## src/rtl/priority_encoder_arb_if.sv

```systemverilog
// Request/grant bundle between a priority_encoder_arb and its requesters/consumer.
// The master drives requests and the ready strobe; the slave (arbiter) returns the grant.
interface priority_encoder_arb_if #(
    parameter int N = 32
);
    localparam int IDX_W = $clog2(N);

    logic [N-1:0]     req;
    logic             rr_mode;
    logic             grant_ready;
    logic             grant_valid;
    logic [IDX_W-1:0] grant_idx;
    logic [N-1:0]     grant_onehot;
    logic             busy;

    modport master (
        output req, rr_mode, grant_ready,
        input  grant_valid, grant_idx, grant_onehot, busy
    );

    modport slave (
        input  req, rr_mode, grant_ready,
        output grant_valid, grant_idx, grant_onehot, busy
    );
endinterface

```

## src/rtl/priority_encoder_arb.sv

```systemverilog
// Registered N-input priority encoder/arbiter, fixed or round-robin priority,
// with a valid/ready output register so the consumer can stall a pending grant.
module priority_encoder_arb #(
    parameter int N = 32
) (
    input  logic                  clk,
    input  logic                  reset,
    priority_encoder_arb_if.slave bus
);
    localparam int IDX_W = $clog2(N);

    logic [IDX_W-1:0] rr_ptr;
    logic [IDX_W-1:0] sel;
    logic [IDX_W-1:0] lo_all;
    logic [IDX_W-1:0] lo_hi;
    logic [N-1:0]     hi_mask;
    logic [N-1:0]     req_hi;
    logic             load;

    // Bits at or above the round-robin pointer; the wrapped part of the scan
    // is covered by falling back to the lowest set bit overall.
    for (genvar g = 0; g < N; g++) begin : g_mask
        assign hi_mask[g] = (g >= int'(rr_ptr));
    end

    assign req_hi = bus.req & hi_mask;

    always_comb begin
        lo_all = '0;
        lo_hi  = '0;
        for (int i = N - 1; i >= 0; i--) begin
            if (bus.req[i]) lo_all = IDX_W'(i);
            if (req_hi[i])  lo_hi  = IDX_W'(i);
        end
        sel = (bus.rr_mode && (|req_hi)) ? lo_hi : lo_all;
    end

    assign load     = !bus.grant_valid || bus.grant_ready;
    assign bus.busy = bus.grant_valid && !bus.grant_ready;

    always_ff @(posedge clk) begin
        if (reset) begin
            bus.grant_valid  <= 1'b0;
            bus.grant_idx    <= '0;
            bus.grant_onehot <= '0;
            rr_ptr           <= '0;
        end else if (load) begin
            if (|bus.req) begin
                bus.grant_valid  <= 1'b1;
                bus.grant_idx    <= sel;
                bus.grant_onehot <= {{(N-1){1'b0}}, 1'b1} << sel;
                // Explicit wrap so non-power-of-2 N never reaches an index >= N
                rr_ptr           <= (sel == IDX_W'(N - 1)) ? '0 : sel + IDX_W'(1);
            end else begin
                bus.grant_valid  <= 1'b0;
                bus.grant_idx    <= '0;
                bus.grant_onehot <= '0;
            end
        end
    end
endmodule

```

## src/flat_wrapper.sv

```systemverilog
// flat-port wrapper written by rule: the top's interface ports become plain ports
module priority_encoder_arb_flat 
#(
    parameter int N = 32
)
  (clk, reset, bus_req, bus_rr_mode, bus_grant_ready, bus_grant_valid, bus_grant_idx, bus_grant_onehot, bus_busy);
  priority_encoder_arb_if #(.N(N)) bus_i ();
  input  logic clk;
  input  logic reset;
  input wire logic [$bits(bus_i.req)-1:0] bus_req;
  input wire logic [$bits(bus_i.rr_mode)-1:0] bus_rr_mode;
  input wire logic [$bits(bus_i.grant_ready)-1:0] bus_grant_ready;
  output wire logic [$bits(bus_i.grant_valid)-1:0] bus_grant_valid;
  output wire logic [$bits(bus_i.grant_idx)-1:0] bus_grant_idx;
  output wire logic [$bits(bus_i.grant_onehot)-1:0] bus_grant_onehot;
  output wire logic [$bits(bus_i.busy)-1:0] bus_busy;
  assign bus_i.req = bus_req;
  assign bus_i.rr_mode = bus_rr_mode;
  assign bus_i.grant_ready = bus_grant_ready;
  assign bus_grant_valid = bus_i.grant_valid;
  assign bus_grant_idx = bus_i.grant_idx;
  assign bus_grant_onehot = bus_i.grant_onehot;
  assign bus_busy = bus_i.busy;
  priority_encoder_arb #(.N(N)) u_core (.clk(clk), .reset(reset), .bus(bus_i));
endmodule
```

## config.mk

```make
export PLATFORM = sky130hd
export DESIGN_NAME = priority_encoder_arb_flat
export DESIGN_NICKNAME = d
export VERILOG_FILES = /design/src/rtl/priority_encoder_arb_if.sv /design/src/rtl/priority_encoder_arb.sv /design/src/flat_wrapper.sv
export SDC_FILE = /design/constraint.sdc
export NUM_CORES = 1
export LEC_CHECK = 0
export CORE_MARGIN = 2
export CORE_UTILIZATION = 51
export DETAILED_ROUTE_END_ITERATION = 8
export PLACE_DENSITY = 0.86
export SYNTH_ARGS = -nofsm -noshare
export SYNTH_HDL_FRONTEND = slang
export SYNTH_SLANG_ARGS = --single-unit
```

## constraint.sdc

```tcl
create_clock -name clk -period 5 [get_ports clk]
set_clock_uncertainty 0.2 [all_clocks]
set_input_delay 1 -clock clk [delete_from_list [all_inputs] [get_ports clk]]
set_output_delay 1 -clock clk [all_outputs]
set_load 0.1 [all_outputs]
```

==> summary.md <==
| Metric | Value |
|---|---|
| Outcome | `finished, final reports clean` |
| Final hold violations | `0` |
| Total number of vias | `3,783` |
| Worst rel slew slack | `32.86%` |
| Post-CTS sizing | `0` |
| Hold_sp | `u_core.bus.grant_idx[4]` |
| Synth Instances | `421` |
| Primary FF master, synth | `dfxtp_1` |
| Vias in the first global route | `between 3,000 and 4,000` |
| Lkg Pwr | `between 1 and 1.5 nW` |
| Final wirelength | `about 11 mm` |
| Mean Syn Cell Area | `7.688 um^2` |
| Setup violators final | `0` |
| Yosys reg bits | `43` |
| R2r endpoint | `u_core.rr_ptr[3]` |
| Clk_lat worst skew | `0.30 ns` |
| Worst-margin pin slew | `1.004 ns` |
| Initial detailed-routing violation count | `a little over 500` |
| EDFF count, synth | `0` |
| H-tree level count | `2` |
| Largest family of logic cells by synthesized area | `compound AO/OA/AOI/OAI gates` |
| # port buffers | `between 70 and 80` |
| Synth Area in Compound Gates | `35.14%` |
| Final period util | `93.35%` |
| P per Cell Area | `about 280 nW/um^2` |
| Area of the core | `6241 um^2` |
| Commonest non-fill, non-tap cell in the layout | `clkdlybuf4s50_1` |
| CP Launch Type | `primary input` |
| Crit Path Max Fanout | `8` |
| Root Buffer | `clkbuf_8` |
| All-layer global routing usage | `30.04%` |
| Ant. Diodes | `0` |
| Max Cap Viol | `0` |
| Die Ht | `83.67 um` |
| Clk pin slew, worst setup/hold paths | `0.08 ns` |
| Grt ovf | `0` |
| Highest Clock Rate | `214.2 MHz` |
| Most frequent cells in the layout | `73 x clkdlybuf4s50_1, 60 x nor2_1, 43 x dfxtp_1` |
| Setup slack, reg-to-reg | `0.60 ns` |
| Via density | `6.780` |
| Fin Setup TNS | `0 ns` |
| Cells on worst reg2reg path | `13` |
| Initial antenna violation count | `0` |
| Die footprint | `7000 um^2` |
| Dpl hpwl | `between 7 and 8 mm` |
| Post-DRT Antenna Nets | `0` |
| # DRC | `0` |
| Post-synthesis cell type count | `72` |
| RSZ-0062 raised after global routing | `false` |
| Largest net degree at the start of global routing | `35` |
| Final Non-Filler Cells | `around 560` |
| Pre-Repair DR Iteration Count | `5` |
| Adder-Cell Fraction of Synth Area | `2.706%` |
| Sequential share of the synthesized area | `26.59%` |
| Layout cell share with drive strength beyond 1 | `approximately 7.9%` |
| Setup repair bufs after CTS | `0` |
| Area fraction of the dominant cell type after synthesis | `26.59%` |
| Xor and xnor area share after synthesis | `0%` |
| # nets final | `around 520` |
| Area leader, netlist | `dfxtp_1` |
| Starting Density | `between 50% and 60%` |
| Crit Path Class | `in -> reg` |
| Placed Instances | `550` |
| Clock sinks | `43` |
| Synth warn | `0` |
| Top cells by area, synth | `dfxtp_1 27%, a32oi_1 7.0%, nor2_1 7.0%, a21oi_1 4.0%, nand2b_1 3.1%` |
| Worst EP arrival | `4.65 ns` |
| Routability Congestion | `0.9317` |
| Fin crit period | `4.668 ns` |
| First-pass GRT wire length | `17.48 mm` |
| Cell Area, Synth | `~3200 um^2` |
| Net Count, Synth | `464` |
| Post-synthesis mux area share | `1.392%` |
| Core Util, Final | `66.06%` |
| Synth Area in Simple Gates | `27.95%` |
| Worst r2r src | `u_core.rr_ptr[1]` |
| Fillcell total | `a little over 500` |
| CTS tree | `done` |
| Ys async rst share | `0%` |
| CTS Hold Bufs | `0` |
| Worst IR Drop VDD | `approximately 0.24 mV` |
| CTS Buf Count | `5` |
| Hold EP | `u_core.bus.grant_idx[4]` |
| Critical Path RT | `about 5 ns` |
| Clock Path Buffers | `2` |
| Area Overhead vs Synth | `27.37%` |
| Die W | `approximately 84 um` |
| Placement Rows | `29` |
| Pins Over Slew Limit | `0` |
| Routed len/inst | `19.08 um` |
| CP endpoint kind | `register` |
| Hold Crit Class | `reg -> reg` |
| Hold Slack | `0.2760 ns` |
| I/O pins | `75` |
| Hold Path Stages | `2` |
## worst max-delay path: stages
cell	delay, ns
clkdlybuf4s50_1	0.61
nor2_1	0.07
o31ai_1	0.35
a21oi_1	0.14
o41ai_1	0.54
o311ai_0	0.34
mux2i_1	0.43
ha_1	0.31
nor3b_1	0.22
ha_1	0.22
or3_1	0.17
a21oi_1	0.07
nand4_1	0.12
nand3_1	0.08
## final cells by class
cell class | count | area (um^2) | share of cell area, %
Tap cell | 77 | 96.34 | 2.337
Clock inverter | 2 | 60.06 | 1.457
Timing Repair Buffer | 83 | 805.8 | 19.54
Sequential cell | 43 | 860.8 | 20.88
Multi-Input combinational cell | 333 | 2175 | 52.75
Inverter | 14 | 52.55 | 1.275
Clock buffer | 6 | 72.57 | 1.760
## where the power goes
part | internal [mW] | switching [mW]
Sequential | 0.359 | 0.0426
Combinational | 0.153 | 0.294
Clock | 0.200 | 0.120
Total | 0.712 | 0.457
## metal layers
metal	global-route usage [%]	wire, um
met1	39.58	4509
met2	47.85	5011
met3	6.726	889
met4	11.73	235
met5	0	0
## registers in the layout, indices dropped and copies added (netlist names)
name,count
u_core.bus.grant_onehot,32
u_core.bus.grant_idx,5
u_core.rr_ptr,5
u_core.bus.grant_valid,1
## worst max path at each step
| stage | from | end | slack, ns | depth (start not counted) |
|---|---|---|---|---|
| 6_report | bus_req[31] | u_core.rr_ptr[3] | 0.33 | 14 |
| 5_1_grt | bus_req[23] | u_core.rr_ptr[3] | 0.17 | 14 |
| 4_1_cts | bus_req[23] | u_core.rr_ptr[3] | 0.50 | 14 |
| 3_5_place_dp | bus_req[23] | u_core.rr_ptr[3] | 0.22 | 14 |
| 3_3_place_gp | bus_req[23] | u_core.rr_ptr[3] | 0.38 | 13 |
| 2_1_floorplan | bus_req[23] | u_core.rr_ptr[3] | 1.11 | 13 |
## cells by family after synthesis
logic type / after synthesis
simple gates: 169
compound gates: 153
buf+inv: 45
flops: 43
fa+ha+maj: 7
mux: 4
## cell usage after synthesis, drive strengths merged (2+ instances only)
| cell | count |
|---|---|
| o41ai | 2 |
| nor2 | 60 |
| ha | 7 |
| nor2b | 3 |
| o21a | 5 |
| o221ai | 3 |
| a311oi | 2 |
| a221oi | 2 |
| and3 | 5 |
| nor4 | 13 |
| mux2i | 3 |
| a211o | 2 |
| a21oi | 27 |
| or4 | 4 |
| o21bai | 4 |
| o211ai | 7 |
| o311ai | 2 |
| and2 | 4 |
| nand3 | 13 |
| nor3b | 5 |
| o31ai | 5 |
| o21ai | 20 |
| clkbuf | 12 |
| a2111oi | 2 |
| or2 | 6 |
| o2bb2ai | 4 |
| dfxtp | 43 |
| a211oi | 9 |
| a32oi | 26 |
| or3 | 2 |
| a31oi | 7 |
| nand2b | 16 |
| nand2 | 16 |
| buf | 19 |
| nand3b | 3 |
| nor3 | 11 |
| inv | 13 |
| o31a | 3 |
| a22oi | 10 |
| nand4 | 4 |
## stage by stage
step / setup slack (ns) / total power, mW / cell area (um^2)
CTS: 0.4956 / 1.157 / 4123
detailed placement: 0.2152 / 0.8394 / 3990
finish: 0.3324 / 1.169 / 4123
global route: 0.1691 / 1.215 / 4123
global placement: 0.3813 / 0.8302 / 3990
floorplan: 1.107 / 0.7100 / 3237
Power figures use the tool's default switching activity.
